==> config.mk <==
export PLATFORM = sky130hd
export DESIGN_NAME = registro_pipeline_elastico_flat
export DESIGN_NICKNAME = d
export VERILOG_FILES = /design/src/rtl/registro_pipeline_elastico_if.sv /design/src/rtl/registro_pipeline_elastico.sv /design/src/flat_wrapper.sv
export SDC_FILE = /design/constraint.sdc
export NUM_CORES = 1
export LEC_CHECK = 0
export ABC_AREA = 1
export ABC_CLOCK_PERIOD_IN_PS = 2800
export BUFFER_PORTS_ARGS = -buffer_cell sky130_fd_sc_hd__buf_2
export CELL_PAD_IN_SITES_DETAIL_PLACEMENT = 0
export CELL_PAD_IN_SITES_GLOBAL_PLACEMENT = 1
export CORE_UTILIZATION = 35
export CTS_CLUSTER_DIAMETER = 100
export DETAILED_ROUTE_END_ITERATION = 8
export PLACE_DENSITY = 0.81
export SETUP_SLACK_MARGIN = 0.3
export SYNTH_ARGS = -nofsm -noshare
export SYNTH_HDL_FRONTEND = slang
export SYNTH_SLANG_ARGS = --single-unit
==> constraint.sdc <==
create_clock -name CLK -period 2.8 [get_ports CLK]
set_clock_uncertainty 0.05 [all_clocks]
set_input_delay 0.14 -clock CLK [delete_from_list [all_inputs] [get_ports CLK]]
set_output_delay 0.14 -clock CLK [all_outputs]
set_load 0.005 [all_outputs]
==> src/rtl/registro_pipeline_elastico_if.sv <==
// Handshake bundle for the elastic pipeline register: input side (in_valid/in_ready/Entrada)
// and output side (out_valid/out_ready/Salida). The master modport is the surrounding datapath's view.
interface registro_pipeline_elastico_if #(
    parameter int W = 12
);
    logic         in_valid;
    logic         in_ready;
    logic [W-1:0] Entrada;
    logic         out_valid;
    logic         out_ready;
    logic [W-1:0] Salida;

    modport master (
        output in_valid, Entrada, out_ready,
        input  in_ready, out_valid, Salida
    );

    modport slave (
        input  in_valid, Entrada, out_ready,
        output in_ready, out_valid, Salida
    );
endinterface

==> src/rtl/registro_pipeline_elastico.sv <==
// Elastic pipeline register: D stages of W-bit data with per-stage valid, valid/ready on both sides,
// global Enable (freeze) and Flush. Optional occupancy counter enabled by macro REGISTRO_OCUPACION_EN.
module registro_pipeline_elastico #(
    parameter int W = 12,
    parameter int D = 2
) (
    input  logic                      CLK,
    input  logic                      Reset,
    input  logic                      Enable,
    input  logic                      Flush,
    registro_pipeline_elastico_if.slave bus
`ifdef REGISTRO_OCUPACION_EN
    ,
    output logic [$clog2(D+1)-1:0]    Ocupacion,
    output logic                      Lleno,
    output logic                      Vacio
`endif
);

    logic [D-1:0][W-1:0] data_q;
    logic [D-1:0][W-1:0] data_d;
    logic [D-1:0][W-1:0] src_s;
    logic [D-1:0]        v_q;
    logic [D-1:0]        v_d;
    logic [D-1:0]        mv_s;
    logic [D-1:0]        load_s;
    logic                move_en_s;
    logic                in_ready_s;
    logic                accept_s;

    // Ready chain from the output back to stage 0; Flush and Reset block every move
    always_comb begin
        move_en_s = Enable & ~Flush & ~Reset;
        mv_s      = '0;
        mv_s[D-1] = move_en_s & v_q[D-1] & bus.out_ready;
        for (int i = D - 2; i >= 0; i--) begin
            mv_s[i] = move_en_s & v_q[i] & (~v_q[i+1] | mv_s[i+1]);
        end
        in_ready_s = move_en_s & (~v_q[0] | mv_s[0]);
        accept_s   = bus.in_valid & in_ready_s;
    end

    // Per-stage load strobe and source word (stage 0 loads from the input)
    always_comb begin
        load_s    = '0;
        src_s     = '0;
        load_s[0] = accept_s;
        src_s[0]  = bus.Entrada;
        for (int i = 1; i < D; i++) begin
            load_s[i] = mv_s[i-1];
            src_s[i]  = data_q[i-1];
        end
    end

    // Next stage state: load wins over send; a stage that only sends becomes a bubble
    always_comb begin
        data_d = data_q;
        v_d    = v_q;
        if (Reset) begin
            data_d = '0;
            v_d    = '0;
        end else if (Flush) begin
            v_d = '0;
        end else begin
            for (int i = 0; i < D; i++) begin
                if (load_s[i]) begin
                    data_d[i] = src_s[i];
                    v_d[i]    = 1'b1;
                end else if (mv_s[i]) begin
                    v_d[i] = 1'b0;
                end else begin
                    v_d[i] = v_q[i];
                end
            end
        end
    end

    // Stage registers
    always_ff @(posedge CLK) begin
        data_q <= data_d;
        v_q    <= v_d;
    end

    assign bus.in_ready  = in_ready_s;
    assign bus.out_valid = v_q[D-1];
    assign bus.Salida    = data_q[D-1];

`ifdef REGISTRO_OCUPACION_EN
    localparam int OCW = $clog2(D + 1);

    logic [OCW-1:0] ocup_q;
    logic [OCW-1:0] ocup_d;
    logic           lleno_q;
    logic           lleno_d;
    logic           vacio_q;
    logic           vacio_d;

    // Occupancy tracks accepts minus consumes so it always equals the number of valid stages
    always_comb begin
        ocup_d = ocup_q;
        if (Reset | Flush) begin
            ocup_d = '0;
        end else if (accept_s & ~mv_s[D-1]) begin
            ocup_d = ocup_q + OCW'(1);
        end else if (~accept_s & mv_s[D-1]) begin
            ocup_d = ocup_q - OCW'(1);
        end else begin
            ocup_d = ocup_q;
        end
        lleno_d = (ocup_d == OCW'(D));
        vacio_d = (ocup_d == '0);
    end

    // Occupancy and flag registers
    always_ff @(posedge CLK) begin
        ocup_q  <= ocup_d;
        lleno_q <= lleno_d;
        vacio_q <= vacio_d;
    end

    assign Ocupacion = ocup_q;
    assign Lleno     = lleno_q;
    assign Vacio     = vacio_q;
`endif

endmodule

==> src/flat_wrapper.sv <==
// flat-port wrapper written by rule: the top's interface ports become plain ports
module registro_pipeline_elastico_flat 
#(
    parameter int W = 12,
    parameter int D = 2
)
  (CLK, Reset, Enable, Flush, bus_in_valid, bus_Entrada, bus_out_ready, bus_in_ready, bus_out_valid, bus_Salida);
  registro_pipeline_elastico_if #(.W(W)) bus_i ();
  input  logic CLK;
  input  logic Reset;
  input  logic Enable;
  input  logic Flush;
  input wire logic [$bits(bus_i.in_valid)-1:0] bus_in_valid;
  input wire logic [$bits(bus_i.Entrada)-1:0] bus_Entrada;
  input wire logic [$bits(bus_i.out_ready)-1:0] bus_out_ready;
  output wire logic [$bits(bus_i.in_ready)-1:0] bus_in_ready;
  output wire logic [$bits(bus_i.out_valid)-1:0] bus_out_valid;
  output wire logic [$bits(bus_i.Salida)-1:0] bus_Salida;
  assign bus_i.in_valid = bus_in_valid;
  assign bus_i.Entrada = bus_Entrada;
  assign bus_i.out_ready = bus_out_ready;
  assign bus_in_ready = bus_i.in_ready;
  assign bus_out_valid = bus_i.out_valid;
  assign bus_Salida = bus_i.Salida;
  registro_pipeline_elastico #(.W(W), .D(D)) u_core (.CLK(CLK), .Reset(Reset), .Enable(Enable), .Flush(Flush), .bus(bus_i));
endmodule
Word-level counts from Yosys, hierarchy flattened
Index checks and enable logic that the tools add are counted.

word-level totals
  output and inout bits = 14
  register bits after elaboration = 26
  input bits = 18
  word-level logic and storage cells = 27

operators by class
  muxes and demuxes = 4
  bitwise operators = 14
  reductions and logical operators = 5

operators by type and width
  kind               number
  $and 1x1->1        8
  $mux 1             4
  $not 1->1          4
  $reduce_and 2->1   2
  $reduce_bool 2->1  2
  $or 1x1->1         2
  $reduce_or 2->1    1

Logic depth before layout (Yosys ltp)
Gate-level depths: netlist (run 1).

  word-level depth = 11
  depth in mapped cells = 7
  mapped depth without buffers = 6

Worst setup path before layout (run 1)
Ideal clock, no wire load.

  kind = reg2reg
  start point = register u_core.v_q[0]
  end point = register u_core.data_q, in the netlist u_core.bus.Salida[10]
  period minus slack after synthesis = 1121 ps
  path slack = 1679 ps
  required time = 2618 ps
  stages on the path, launching flop included = 7
  arrival time = 939 ps
  path buffers = 1
  library setup time = 132 ps
  path through = dfxtp_1 -> inv_1 -> nor2_2 -> nand2_2 -> buf_4 -> nand2_1 -> a21oi_1

between the ends
  cells in the longest elaborated chain, start to end = 3

ends and longest elaborated chain
  what                               line                              text
  start: declaration                 registro_pipeline_elastico.sv:23  logic [D-1:0] v_q;
  start signal: assignment           registro_pipeline_elastico.sv:81  v_q <= v_d;
  $and 1x1->1 (2 in series)          registro_pipeline_elastico.sv:37  mv_s[i] = move_en_s & v_q[i] & (~v_q[i+1] | mv_s[i+1]);
  $reduce_and 2->1 (no source line)  -
  end signal: assignment             registro_pipeline_elastico.sv:80  data_q <= data_d;
  end: declaration                   registro_pipeline_elastico.sv:20  logic [D-1:0][W-1:0] data_q;

No other way between the ends.
A chain may end at the register's enable or synchronous reset.

Worst setup path in the final report (run 1)
  start point = register u_core.v_q[1]
  end point = output port bus_in_ready

between the ends
  cells in the longest elaborated chain, start to end = 6
  elaborated cells between the ends (all ways) = 7
  those cells by class = 7 x bitwise

ends and longest elaborated chain
  what                       line                              text
  $and 1x1->1 (2 in series)  registro_pipeline_elastico.sv:35  mv_s[D-1] = move_en_s & v_q[D-1] & bus.out_ready;
  $or 1x1->1 (*)             registro_pipeline_elastico.sv:37
  $and 1x1->1 (*)            registro_pipeline_elastico.sv:37
  $or 1x1->1 (*)             registro_pipeline_elastico.sv:39  in_ready_s = move_en_s & (~v_q[0] | mv_s[0]);
  $and 1x1->1 (*)            registro_pipeline_elastico.sv:39
  end: declaration           flat_wrapper.sv:16                output wire logic [$bits(bus_i.in_ready)-1:0] bus_in_ready;

Mark *: on every way between the ends. The rest lies on a longest branch, timed or not.

==> impl_metrics.csv, run 1 <==
group,metric,value,unit
synth,portion_of_the_post_synthesis_area_used_by_sequential_elements,0.439,
layout,n_antenna_cell,0,
pwr,worst_vdd_drop,151,uV
timing,finalCriticalPeriod,1.67,ns
status,outcome,"finished, final reports clean",
pwr,sw_frac_of_total,0.230,
synth,yosysTopAreaCellShare,0.439,
detailed_routing,post-route-drc-count,0,
hold_path,whs_path_depth,4,
pwr,report.power.total,579,uW
timing,slew_headroom,0.562,
hold_path,timing.hold.worst.class,"input port to register",
timing,slew_viol_final,0,
die,fp.dieArea,0.00362,sq mm
cts,tritoncts_clock_tree,"yes",
worst_setup_path,critPathCaptureType,"output pin",
cts,hold_buffer_count_at_cts,0,
pwr,cellInternalPower,446,uW
layout,area_growth_syn_to_layout,6.86,%
detailed_routing,routed_wl,2200,um
grt,number_of_global_route_vias_before_repair,859,
die,row_count,20,
worst_setup_path,r2r.worst_path.cells,5,
pwr,pwr-share-clk,0.258,
detailed_routing,avgRoutedWirePerCell,10.2,um
cts,post_cts.repair.setup_buffers,0,
synth,synth_top_cell_by_area,"sky130_fd_sc_hd__dfxtp_1",
worst_setup_path,critical_path.max_fanout,26,
detailed_routing,route.detailed.vias_per_inst,4.46,
timing,finalCritPeriodShare,0.595,
synth,synth.yosys.warnings,0,
job,count_of_max_cap_constraint_violations,0,
synth,syn_nets,177,
layout,layout.cells.most_common,"sky130_fd_sc_hd__buf_2",
layout,final_core_util,0.405,
grt,grt_antenna_before_repair,0,
timing,final.setup.tns,0,ns
cts,clkSlewWorstSetupHoldPaths,0.13,ns
pwr,share_seq_of_total_power,0.657,
worst_setup_path,reg2reg_slack,1.32,ns
pwr,leakagePower,0.560,nW
detailed_routing,detailroute.via_count,958,
cts,cts_max_level,1,
layout,postLayoutCellArea,0.00127,sq mm
placement,gp_congestion,0.697,
cts,postCtsResizedCells,0,
pwr,net_switching_power,133,uW
placement,io_buffers,31,
timing,rsz_0062_raised_after_global_routing,"false",
detailed_routing,detailedRoute.firstIterationViolations,24,
layout,finish.net_count,191,
die,core_area,0.00313,sq mm
worst_setup_path,path_class,"register to output pin",
synth,number_of_storage_elements_in_the_synthesis_netlist,26,
timing,clock.fmax,601,MHz
worst_setup_path,critPathRequiredTime,2.61,ns
layout,layout.cells.most_common_list,"31 x sky130_fd_sc_hd__buf_2, 27 x sky130_fd_sc_hd__nand2_1, 26 x sky130_fd_sc_hd__a21oi_1, 26 x sky130_fd_sc_hd__dfxtp_1, 25 x sky130_fd_sc_hd__nand3_1",
detailed_routing,route.antenna.remaining_nets,0,
grt,globalRoute.totalOverflow,0,
placement,placed_area,0.00124,sq mm
die,num_io_pins,32,
detailed_routing,drt-pass1-iter-count,4,
grt,globalRouteTotalUtil,0.140,
synth,synthesis.area_per_instance,7.45,sq um
synth,ys_top_cells_by_area,"sky130_fd_sc_hd__dfxtp_1 44%, sky130_fd_sc_hd__a21oi_1 11%, sky130_fd_sc_hd__nand3_1 11%",
grt,grt_first_pass_wirelength,3780,um
cts,clock_tree.buffer_depth,2,
timing,finalSetupViolCount,0,
grt,grt_start_max_net_pins,27,
synth,synthesis.area,0.00118,sq mm
cts,tritoncts_num_sinks,26,
pwr,power-per-cell-area,457,mW/mm^2
worst_setup_path,setup.worst_path.start_class,"register",
placement,detailedPlacementHpwl,1590,um
synth,synthDistinctLibCells,15,
timing,timing.final.hold_violations,0,
die,initial_core_util,0.379,
cts,clk_latency,0.30,ns
synth,syn-instance-count,159,
cts,cts_root_buf,"sky130_fd_sc_hd__clkbuf_4",
layout,post_route_cells_drive_above_1_share,0.228,
timing,max_slew.worst_pin.slew,0.657,ns
pwr,combinationalPowerShare,0.085,
timing,fin_worst_hold_slack,0.0546,ns
die,dieWidth,60.2,um
cts,numCtsBuffers,3,
worst_setup_path,worstPathArrival,1.48,ns
die,die_h,60.2,um
## synth_stat cells
cell and number:
sky130_fd_sc_hd__nand2_1 27, sky130_fd_sc_hd__a21oi_1 26, sky130_fd_sc_hd__dfxtp_1 26, sky130_fd_sc_hd__nand3_1 25, sky130_fd_sc_hd__inv_1 16, sky130_fd_sc_hd__buf_4 14
sky130_fd_sc_hd__nor2_1 12, sky130_fd_sc_hd__clkbuf_1 3, sky130_fd_sc_hd__buf_1 2, sky130_fd_sc_hd__buf_6 2, sky130_fd_sc_hd__nand2_2 2, sky130_fd_sc_hd__a31oi_4 1
sky130_fd_sc_hd__buf_2 1, sky130_fd_sc_hd__nor2_2 1, sky130_fd_sc_hd__nor2_4 1
## final cells by class
type | count | area [sq um]
fill | 338 | 1860
sequential | 26 | 520
multi-input combinational | 95 | 453
timing repair buffer | 31 | 155
inverter | 16 | 60.1
tap | 44 | 55.1
clock buffer | 3 | 22.5
## worst paths after layout
check	start	to
min	Flush	u_core.v_q[0]$_SDFFE_PP0P_
max reg2reg	u_core.v_q[0]$_SDFFE_PP0P_	u_core.bus.Salida[2]$_SDFFE_PP0P_
max	u_core.v_q[1]$_SDFFE_PP0P_	bus_in_ready
min reg2reg	u_core.bus.Salida[1]$_SDFFE_PP0P_	u_core.bus.Salida[1]$_SDFFE_PP0P_
## metal layers
layer  wire length, um  up-vias  part of all wire  global-route usage
li1                  -      521                 -                   -
met1              1160      410              0.53               0.197
met2               905       25              0.41               0.206
met3               101        2             0.046              0.0195
met4                27        0             0.012              0.0698
met5                 0        -                 0                   0
## power groups by stage
stage | Sequential, mW | Combinational [mW] | Clock, mW
global placement | 0.388 | 0.0481 | 0
CTS | 0.380 | 0.0500 | 0.155
global route | 0.381 | 0.0570 | 0.171
floorplan | 0.387 | 0.0341 | 0
detailed placement | 0.388 | 0.0497 | 0
finish | 0.380 | 0.0493 | 0.149
## logic make-up (layout without fill, tap and decap cells)
logic type             Yosys count  in the layout  synth area share
AOI/OAI and AO/OA               27             27             0.128
and+or+nand+nor                 68             68             0.254
DFF                             26             26             0.439
buffers and inverters           38             50             0.178
## critical path, cell delays in order (launching register included)
cell and delay, ns:
sky130_fd_sc_hd__dfxtp_1 0.37, sky130_fd_sc_hd__a31oi_4 0.57, sky130_fd_sc_hd__buf_2 0.23
## state kept, by name, summed over array words and instances (netlist names)
signal,flops
u_core.data_q,12
u_core.v_q,2
u_core.bus.Salida,12
## through the flow
step           std cells  setup WS [ns]
2_1_floorplan        159           1.68
3_3_place_gp         212           1.27
3_5_place_dp         212           1.22
4_1_cts              215           1.14
5_1_grt              215           1.02
6_report             215           1.13
Power figures use the tool's default switching activity.
==> run 2: changes to the inputs <==
--- a/config.mk
+++ b/config.mk
@@ -6,7 +6,7 @@
 export NUM_CORES = 1
 export LEC_CHECK = 0
 export ABC_AREA = 1
-export ABC_CLOCK_PERIOD_IN_PS = 2800
+export ABC_CLOCK_PERIOD_IN_PS = 1600
 export BUFFER_PORTS_ARGS = -buffer_cell sky130_fd_sc_hd__buf_2
 export CELL_PAD_IN_SITES_DETAIL_PLACEMENT = 0
 export CELL_PAD_IN_SITES_GLOBAL_PLACEMENT = 1
==> constraint.sdc (replaced) <==
create_clock -name CLK -period 1.6 [get_ports CLK]
set_clock_uncertainty 0.05 [all_clocks]
set_input_delay 0.08 -clock CLK [delete_from_list [all_inputs] [get_ports CLK]]
set_output_delay 0.08 -clock CLK [all_outputs]
set_load 0.005 [all_outputs]
==> run 2 against run 1 <==
Effect of this change: die area is the same; sequential share of layout area shrank 3.5 points; hold slack lost 0.043 ns; non-clock buffer count grew 9; highest routed layer unchanged.
==> impl_metrics.csv, run 2 (same netlist as run 1, synthesis figures left out) <==
group,metric,value,unit
status,outcome,"finished, final reports clean",
grt,globalRoute.totalOverflow,0,
detailed_routing,route.detailed.vias_per_inst,4.47,
timing,rsz_0062_raised_after_global_routing,"true",
detailed_routing,route.antenna.remaining_nets,0,
pwr,net_switching_power,253,uW
detailed_routing,post-route-drc-count,0,
worst_setup_path,cpMaxStageDelayCell,"sky130_fd_sc_hd__dfxtp_2",
grt,number_of_global_route_vias_before_repair,901,
detailed_routing,route.met3.wl,99,um
worst_setup_path,setup.worst_path.start_class,"register",
worst_setup_path,r2r-start,"u_core.v_q[1]$_SDFFE_PP0P_",
timing,finalCriticalPeriod,1.25,ns
pwr,sw_frac_of_total,0.230,
pwr,report.power.total,1.10,mW
worst_setup_path,timing.critical_path.max_delay_family,"buffers and inverters",
detailed_routing,detailedRoute.firstIterationViolations,24,
pwr,combinationalPowerShare,0.098,
pwr,cellInternalPower,847,uW
detailed_routing,avgRoutedWirePerCell,10.4,um
grt,grt_first_pass_wirelength,3970,um
placement,detailedPlacementHpwl,1670,um
cts,clkSlewWorstSetupHoldPaths,0.14,ns
worst_setup_path,r2r.worst_path.cells,5,
detailed_routing,routed_wl,2340,um
hold_path,holdCritStartpoint,"bus_Entrada[4]",
detailed_routing,drt-pass1-iter-count,4,
cts,cts_root_buf,"sky130_fd_sc_hd__clkbuf_4",
cts,clk_latency,0.32,ns
worst_setup_path,crit_buf_inv,2,
timing,finalCritPeriodShare,0.784,
layout,n_antenna_cell,0,
timing,final.setup.tns,0,ns
layout,area_growth_syn_to_layout,17.8,%
timing,slew_viol_final,0,
layout,post_route_cells_drive_above_1_share,0.282,
worst_setup_path,worstPathArrival,1.47,ns
die,die_h,60.2,um
timing,max_slew.worst_pin.slew,0.405,ns
die,num_io_pins,32,
die,core_area,0.00313,sq mm
cts,clock_tree.buffer_depth,2,
pwr,power-per-cell-area,787,mW/mm^2
timing,slew_headroom,0.730,
pwr,worst_vdd_drop,298,uV
detailed_routing,detailroute.via_count,1006,
pwr,leakagePower,0.631,nW
worst_setup_path,cp_max_stage_delay,0.36,ns
worst_setup_path,reg2reg_slack,0.35,ns
layout,finish.net_count,200,
hold_path,holdPathEnd,"u_core.data_q[4]$_SDFFE_PP0P_",
worst_setup_path,critPathCaptureType,"register",
detailed_routing,route.layer.met1.wl,1200,um
worst_setup_path,critical_path.max_fanout,13,
die,dieWidth,60.2,um
hold_path,whs_path_depth,5,
hold_path,timing.hold.worst.class,"input port to register",
worst_setup_path,reg2reg_to,"u_core.v_q[0]$_SDFFE_PP0P_",
cts,numCtsBuffers,3,
detailed_routing,topRoutingLayerUsed,"met4",
pwr,pwr-share-clk,0.299,
die,initial_core_util,0.379,
worst_setup_path,critPathRequiredTime,1.81,ns
grt,grt_start_max_net_pins,26,
die,fp.dieArea,0.00362,sq mm
job,count_of_max_cap_constraint_violations,0,
cts,tritoncts_num_sinks,26,
layout,layout.cells.most_common_list,"31 x sky130_fd_sc_hd__buf_2, 27 x sky130_fd_sc_hd__nand2_1, 25 x sky130_fd_sc_hd__a21oi_1, 25 x sky130_fd_sc_hd__nand3_1, 24 x sky130_fd_sc_hd__dfxtp_1",
grt,globalRouteTotalUtil,0.149,
worst_setup_path,crit_path_cell_trace,"a31oi_4, buf_4, bufbuf_16, nand2_1, a21oi_2",
pwr,share_seq_of_total_power,0.604,
layout,layout.cells.most_common,"sky130_fd_sc_hd__buf_2",
grt,grt_antenna_before_repair,0,
timing,finalSetupViolCount,0,
placement,gp_congestion,0.705,
cts,cts_max_level,1,
layout,fillCellCount,335,
cts,tritoncts_clock_tree,"yes",
worst_setup_path,path_class,"register to register",
placement,io_buffers,31,
die,row_count,20,
timing,clock.fmax,798,MHz
timing,timing.final.hold_violations,0,
detailed_routing,detailroute.wirelength.met2,1000,um
worst_setup_path,critical_path_cell_count,5,
[run 2: changes by cell type in the layout (fill, tap and decap cells not counted), sizes merged]
cell,change
bufbuf,+1
dlygate4sd3,+1
clkbuf,+1
buf,+7
[run 2: cell type report]
class                           count  area [sq um]  area share
Multi-Input combinational cell     95           457       0.327
Sequential cell                    26           526       0.376
Timing Repair Buffer               40           263       0.188
Clock buffer                        4          36.3      0.0260
Inverter                           16          60.1      0.0430
Tap cell                           44          55.1      0.0394
[run 2: worst max path at each step]
stage / start / end / slack [ns]
5_1_grt: u_core.v_q[1]$_SDFFE_PP0P_ / u_core.v_q[0]$_SDFFE_PP0P_ / 0.30
3_5_place_dp: Reset / u_core.data_q[6]$_SDFFE_PP0P_ / 0.30
3_3_place_gp: Reset / u_core.data_q[5]$_SDFFE_PP0P_ / 0.32
6_report: u_core.v_q[1]$_SDFFE_PP0P_ / u_core.v_q[0]$_SDFFE_PP0P_ / 0.35
4_1_cts: u_core.v_q[0]$_SDFFE_PP0P_ / u_core.data_q[5]$_SDFFE_PP0P_ / 0.33
2_1_floorplan: u_core.v_q[0]$_SDFFE_PP0P_ / u_core.bus.Salida[10]$_SDFFE_PP0P_ / 0.48
[run 2: power groups by stage]
| stage | clock, mW | sequential (mW) | combinational (mW) |
|---|---|---|---|
| final | 0.328 | 0.664 | 0.107 |
| after global routing | 0.371 | 0.666 | 0.120 |
| after CTS | 0.343 | 0.665 | 0.107 |
| after detailed placement | 0 | 0.679 | 0.0886 |
| after global placement | 0 | 0.679 | 0.0856 |
| after floorplan | 0 | 0.677 | 0.0597 |
[run 2: worst reg2reg max path: stages (launching register included)]
cell and delay, ns:
sky130_fd_sc_hd__dfxtp_2 0.36, sky130_fd_sc_hd__a31oi_4 0.19, sky130_fd_sc_hd__buf_4 0.14, sky130_fd_sc_hd__bufbuf_16 0.26, sky130_fd_sc_hd__nand2_1 0.07, sky130_fd_sc_hd__a21oi_2 0.12
[run 2: layer usage]
metal | vias up | track usage
li1 | 540 | -
met1 | 440 | 0.191
met2 | 22 | 0.229
met3 | 4 | 0.0368
met4 | 0 | 0.0797
met5 | - | 0
[run 2: through the flow]
| stage | instance area (sq um) | hold WS, ns | std cells | worst slack [ns] | util |
|---|---|---|---|---|---|
| 2_1_floorplan | 1180 | 0.0991 | 159 | 0.479 | - |
| 3_3_place_gp | 1270 | 0.332 | 215 | 0.323 | 0.405 |
| 3_5_place_dp | 1270 | 0.342 | 215 | 0.301 | 0.405 |
| 4_1_cts | 1390 | 0.00818 | 225 | 0.328 | 0.444 |
| 5_1_grt | 1400 | 0.0242 | 225 | 0.298 | 0.446 |
| 6_report | 1400 | 0.0120 | 225 | 0.346 | 0.446 |
[run 2: what timing repair did]
| item | CTS | global route |
|---|---|---|
| pin swaps | 1 | 3 |
| hold buffers | 1 | 0 |
| resized for setup | 4 | 3 |
| buffers inserted | 4 | 0 |
| endpoints found under the hold margin | 2 | 0 |
| cloned | 1 | 0 |
| endpoints found under the setup margin | 1 | 15 |
==> run 3: changes to the inputs <==
--- a/config.mk
+++ b/config.mk
@@ -6,14 +6,14 @@
 export NUM_CORES = 1
 export LEC_CHECK = 0
 export ABC_AREA = 1
-export ABC_CLOCK_PERIOD_IN_PS = 1600
+export ABC_CLOCK_PERIOD_IN_PS = 1000
 export BUFFER_PORTS_ARGS = -buffer_cell sky130_fd_sc_hd__buf_2
 export CELL_PAD_IN_SITES_DETAIL_PLACEMENT = 0
 export CELL_PAD_IN_SITES_GLOBAL_PLACEMENT = 1
-export CORE_UTILIZATION = 35
+export CORE_UTILIZATION = 32
 export CTS_CLUSTER_DIAMETER = 100
 export DETAILED_ROUTE_END_ITERATION = 8
-export PLACE_DENSITY = 0.81
+export PLACE_DENSITY = 0.79
 export SETUP_SLACK_MARGIN = 0.3
 export SYNTH_ARGS = -nofsm -noshare
 export SYNTH_HDL_FRONTEND = slang
==> constraint.sdc (replaced) <==
create_clock -name CLK -period 1 [get_ports CLK]
set_clock_uncertainty 0.05 [all_clocks]
set_input_delay 0.05 -clock CLK [delete_from_list [all_inputs] [get_ports CLK]]
set_output_delay 0.05 -clock CLK [all_outputs]
set_load 0.005 [all_outputs]
==> run 3 against run 2 <==
Effect of this change: the flow now finishes with violations (setup timing); global-route usage fell by 0.80 points; core utilization up 1.6 points; die area grew 9.1%; first-iteration DRC count increased by 54%; flip-flop and latch count stayed put; routed wire length grew 14%; sequential power increased by 60%; non-clock buffer count rose by 4; worst setup slack got worse by 0.52 ns; register-to-register slack worse by 0.52 ns; via count increased by 3.7%; critical endpoint is now bus_in_ready.
==> impl_metrics.csv, run 3 (same netlist as run 1, synthesis figures left out) <==
group,metric,value,unit
timing,finalCriticalPeriod,1.17,ns
cts,tritoncts_num_sinks,26,
placement,placed_area,0.00130,sq mm
timing,final.setup.tns,-2.52,ns
detailed_routing,avgRoutedWirePerCell,11.5,um
worst_setup_path,critPathRequiredTime,0.90,ns
cts,clk_latency,0.28,ns
cts,tritoncts_clock_tree,"yes",
placement,io_buffers,31,
grt,grt_start_max_net_pins,26,
layout,postLayoutCellArea,0.00159,sq mm
layout,finish.net_count,204,
grt,globalRouteTotalUtil,0.141,
worst_setup_path,reg2reg_slack,-0.17,ns
layout,area_growth_syn_to_layout,34.2,%
timing,clock.fmax,852,MHz
timing,finalCritPeriodShare,1.17,
grt,number_of_global_route_vias_before_repair,983,
hold_path,timing.hold.worst.class,"input port to register",
pwr,power-per-cell-area,1220,mW/mm^2
timing,rsz_0062_raised_after_global_routing,"true",
grt,globalRoute.totalOverflow,0,
layout,post_route_cells_drive_above_1_share,0.449,
pwr,net_switching_power,449,uW
timing,layout_setup_ws,-0.174,ns
layout,layout.cells.most_common_list,"27 x sky130_fd_sc_hd__nand2_1, 27 x sky130_fd_sc_hd__buf_2, 24 x sky130_fd_sc_hd__a21oi_1, 15 x sky130_fd_sc_hd__inv_1",
timing,slew_headroom,0.721,
placement,gp_congestion,0.732,
pwr,leakagePower,0.677,nW
die,initial_core_util,0.344,
detailed_routing,route.detailed.vias_per_inst,4.52,
cts,numCtsBuffers,3,
detailed_routing,detailedRoute.firstIterationViolations,37,
pwr,pwr-share-clk,0.356,
timing,finalSetupViolCount,26,
detailed_routing,detailroute.via_count,1043,
timing,max_slew.worst_pin.slew,0.419,ns
worst_setup_path,setup.worst_path.start_class,"register",
cts,clkSlewWorstSetupHoldPaths,0.09,ns
job,count_of_max_cap_constraint_violations,0,
worst_setup_path,critical_path.max_fanout,3,
timing,fin_worst_hold_slack,0.0283,ns
pwr,sw_frac_of_total,0.232,
grt,grt_first_pass_wirelength,4380,um
detailed_routing,routed_wl,2660,um
grt,grt_antenna_before_repair,0,
pwr,share_seq_of_total_power,0.549,
worst_setup_path,path_class,"register to output pin",
timing,slew_viol_final,0,
timing,timing.final.hold_violations,0,
die,die_h,62.9,um
cts,clock_tree.buffer_depth,2,
pwr,combinationalPowerShare,0.095,
worst_setup_path,critPathCaptureType,"output pin",
pwr,cellInternalPower,1.49,mW
die,row_count,21,
cts,hold_buffer_count_at_cts,0,
placement,post-place-ws,-0.115,ns
pwr,worst_vdd_drop,411,uV
cts,cts_max_level,1,
die,fp.dieArea,0.00395,sq mm
die,core_area,0.00344,sq mm
status,violated_checks,"setup timing",
status,outcome,"finished, violations left",
detailed_routing,drt-pass1-iter-count,4,
cts,cts_root_buf,"sky130_fd_sc_hd__clkbuf_8",
die,num_io_pins,32,
worst_setup_path,worstPathArrival,1.07,ns
detailed_routing,route.antenna.remaining_nets,0,
layout,n_antenna_cell,0,
die,dieWidth,62.9,um
detailed_routing,post-route-drc-count,0,
==> run 3: cell count changes in the layout (fill, tap and decap cells not counted), sizes merged <==
cell	before	now
bufbuf	1	0
dlygate4sd3	1	0
buf	38	44
==> run 3: path summary, 6_finish.rpt <==
kind	from	end	cells past startpoint
hold reg to reg	u_core.bus.Salida[0]$_SDFFE_PP0P_	u_core.bus.Salida[0]$_SDFFE_PP0P_	2
hold / removal	bus_Entrada[10]	u_core.data_q[10]$_SDFFE_PP0P_	5
setup reg to reg	u_core.v_q[1]$_SDFFE_PP0P_	u_core.data_q[0]$_SDFFE_PP0P_	6
setup / recovery	u_core.v_q[1]$_SDFFE_PP0P_	bus_in_ready	3
==> run 3: cell type report <==
cell class | instances | area, sq um
clock buffers | 4 | 55.1
fillers | 318 | 1850
inverters | 16 | 60.1
multi-input cells | 95 | 536
flip-flops and latches | 26 | 541
well taps | 46 | 57.6
repair buffers | 44 | 342
==> run 3: critical path, cell delays in order (launching register included) <==
cell	delay (ns)
sky130_fd_sc_hd__dfxtp_2	0.35
sky130_fd_sc_hd__a31oi_4	0.22
sky130_fd_sc_hd__buf_12	0.15
sky130_fd_sc_hd__buf_6	0.09
==> run 3: power by group through the flow <==
stage	Combinational [mW]	Clock, mW	Sequential (mW)
global route	0.206	0.753	1.07
finish	0.184	0.689	1.06
CTS	0.180	0.701	1.06
floorplan	0.0960	0	1.08
global placement	0.147	0	1.09
detailed placement	0.151	0	1.09
==> run 3: routing by layer <==
layer / wire [um] / track usage / vias up
li1: - / - / 549
met1: 1220 / 0.172 / 471
met2: 1320 / 0.239 / 20
met3: 68 / 0.0182 / 3
met4: 51 / 0.0785 / 0
met5: 0 / 0 / -
==> run 3: timing repair <==
action / 4_1_cts / 5_1_grt
gates cloned: 2 / 0
endpoints found under the setup margin: 40 / 40
buffers inserted: 6 / 1
endpoints found under the hold margin: 0 / 0
pin swaps: 15 / 2
gates resized for setup: 33 / 8
==> run 3: through the flow <==
| step | util | total power [mW] | std cells |
|---|---|---|---|
| global route | 0.462 | 2.02 | 231 |
| finish | 0.462 | 1.94 | 231 |
| global placement | 0.377 | 1.23 | 218 |
| detailed placement | 0.377 | 1.24 | 218 |
| floorplan | - | 1.18 | 159 |
| CTS | 0.450 | 1.95 | 230 |
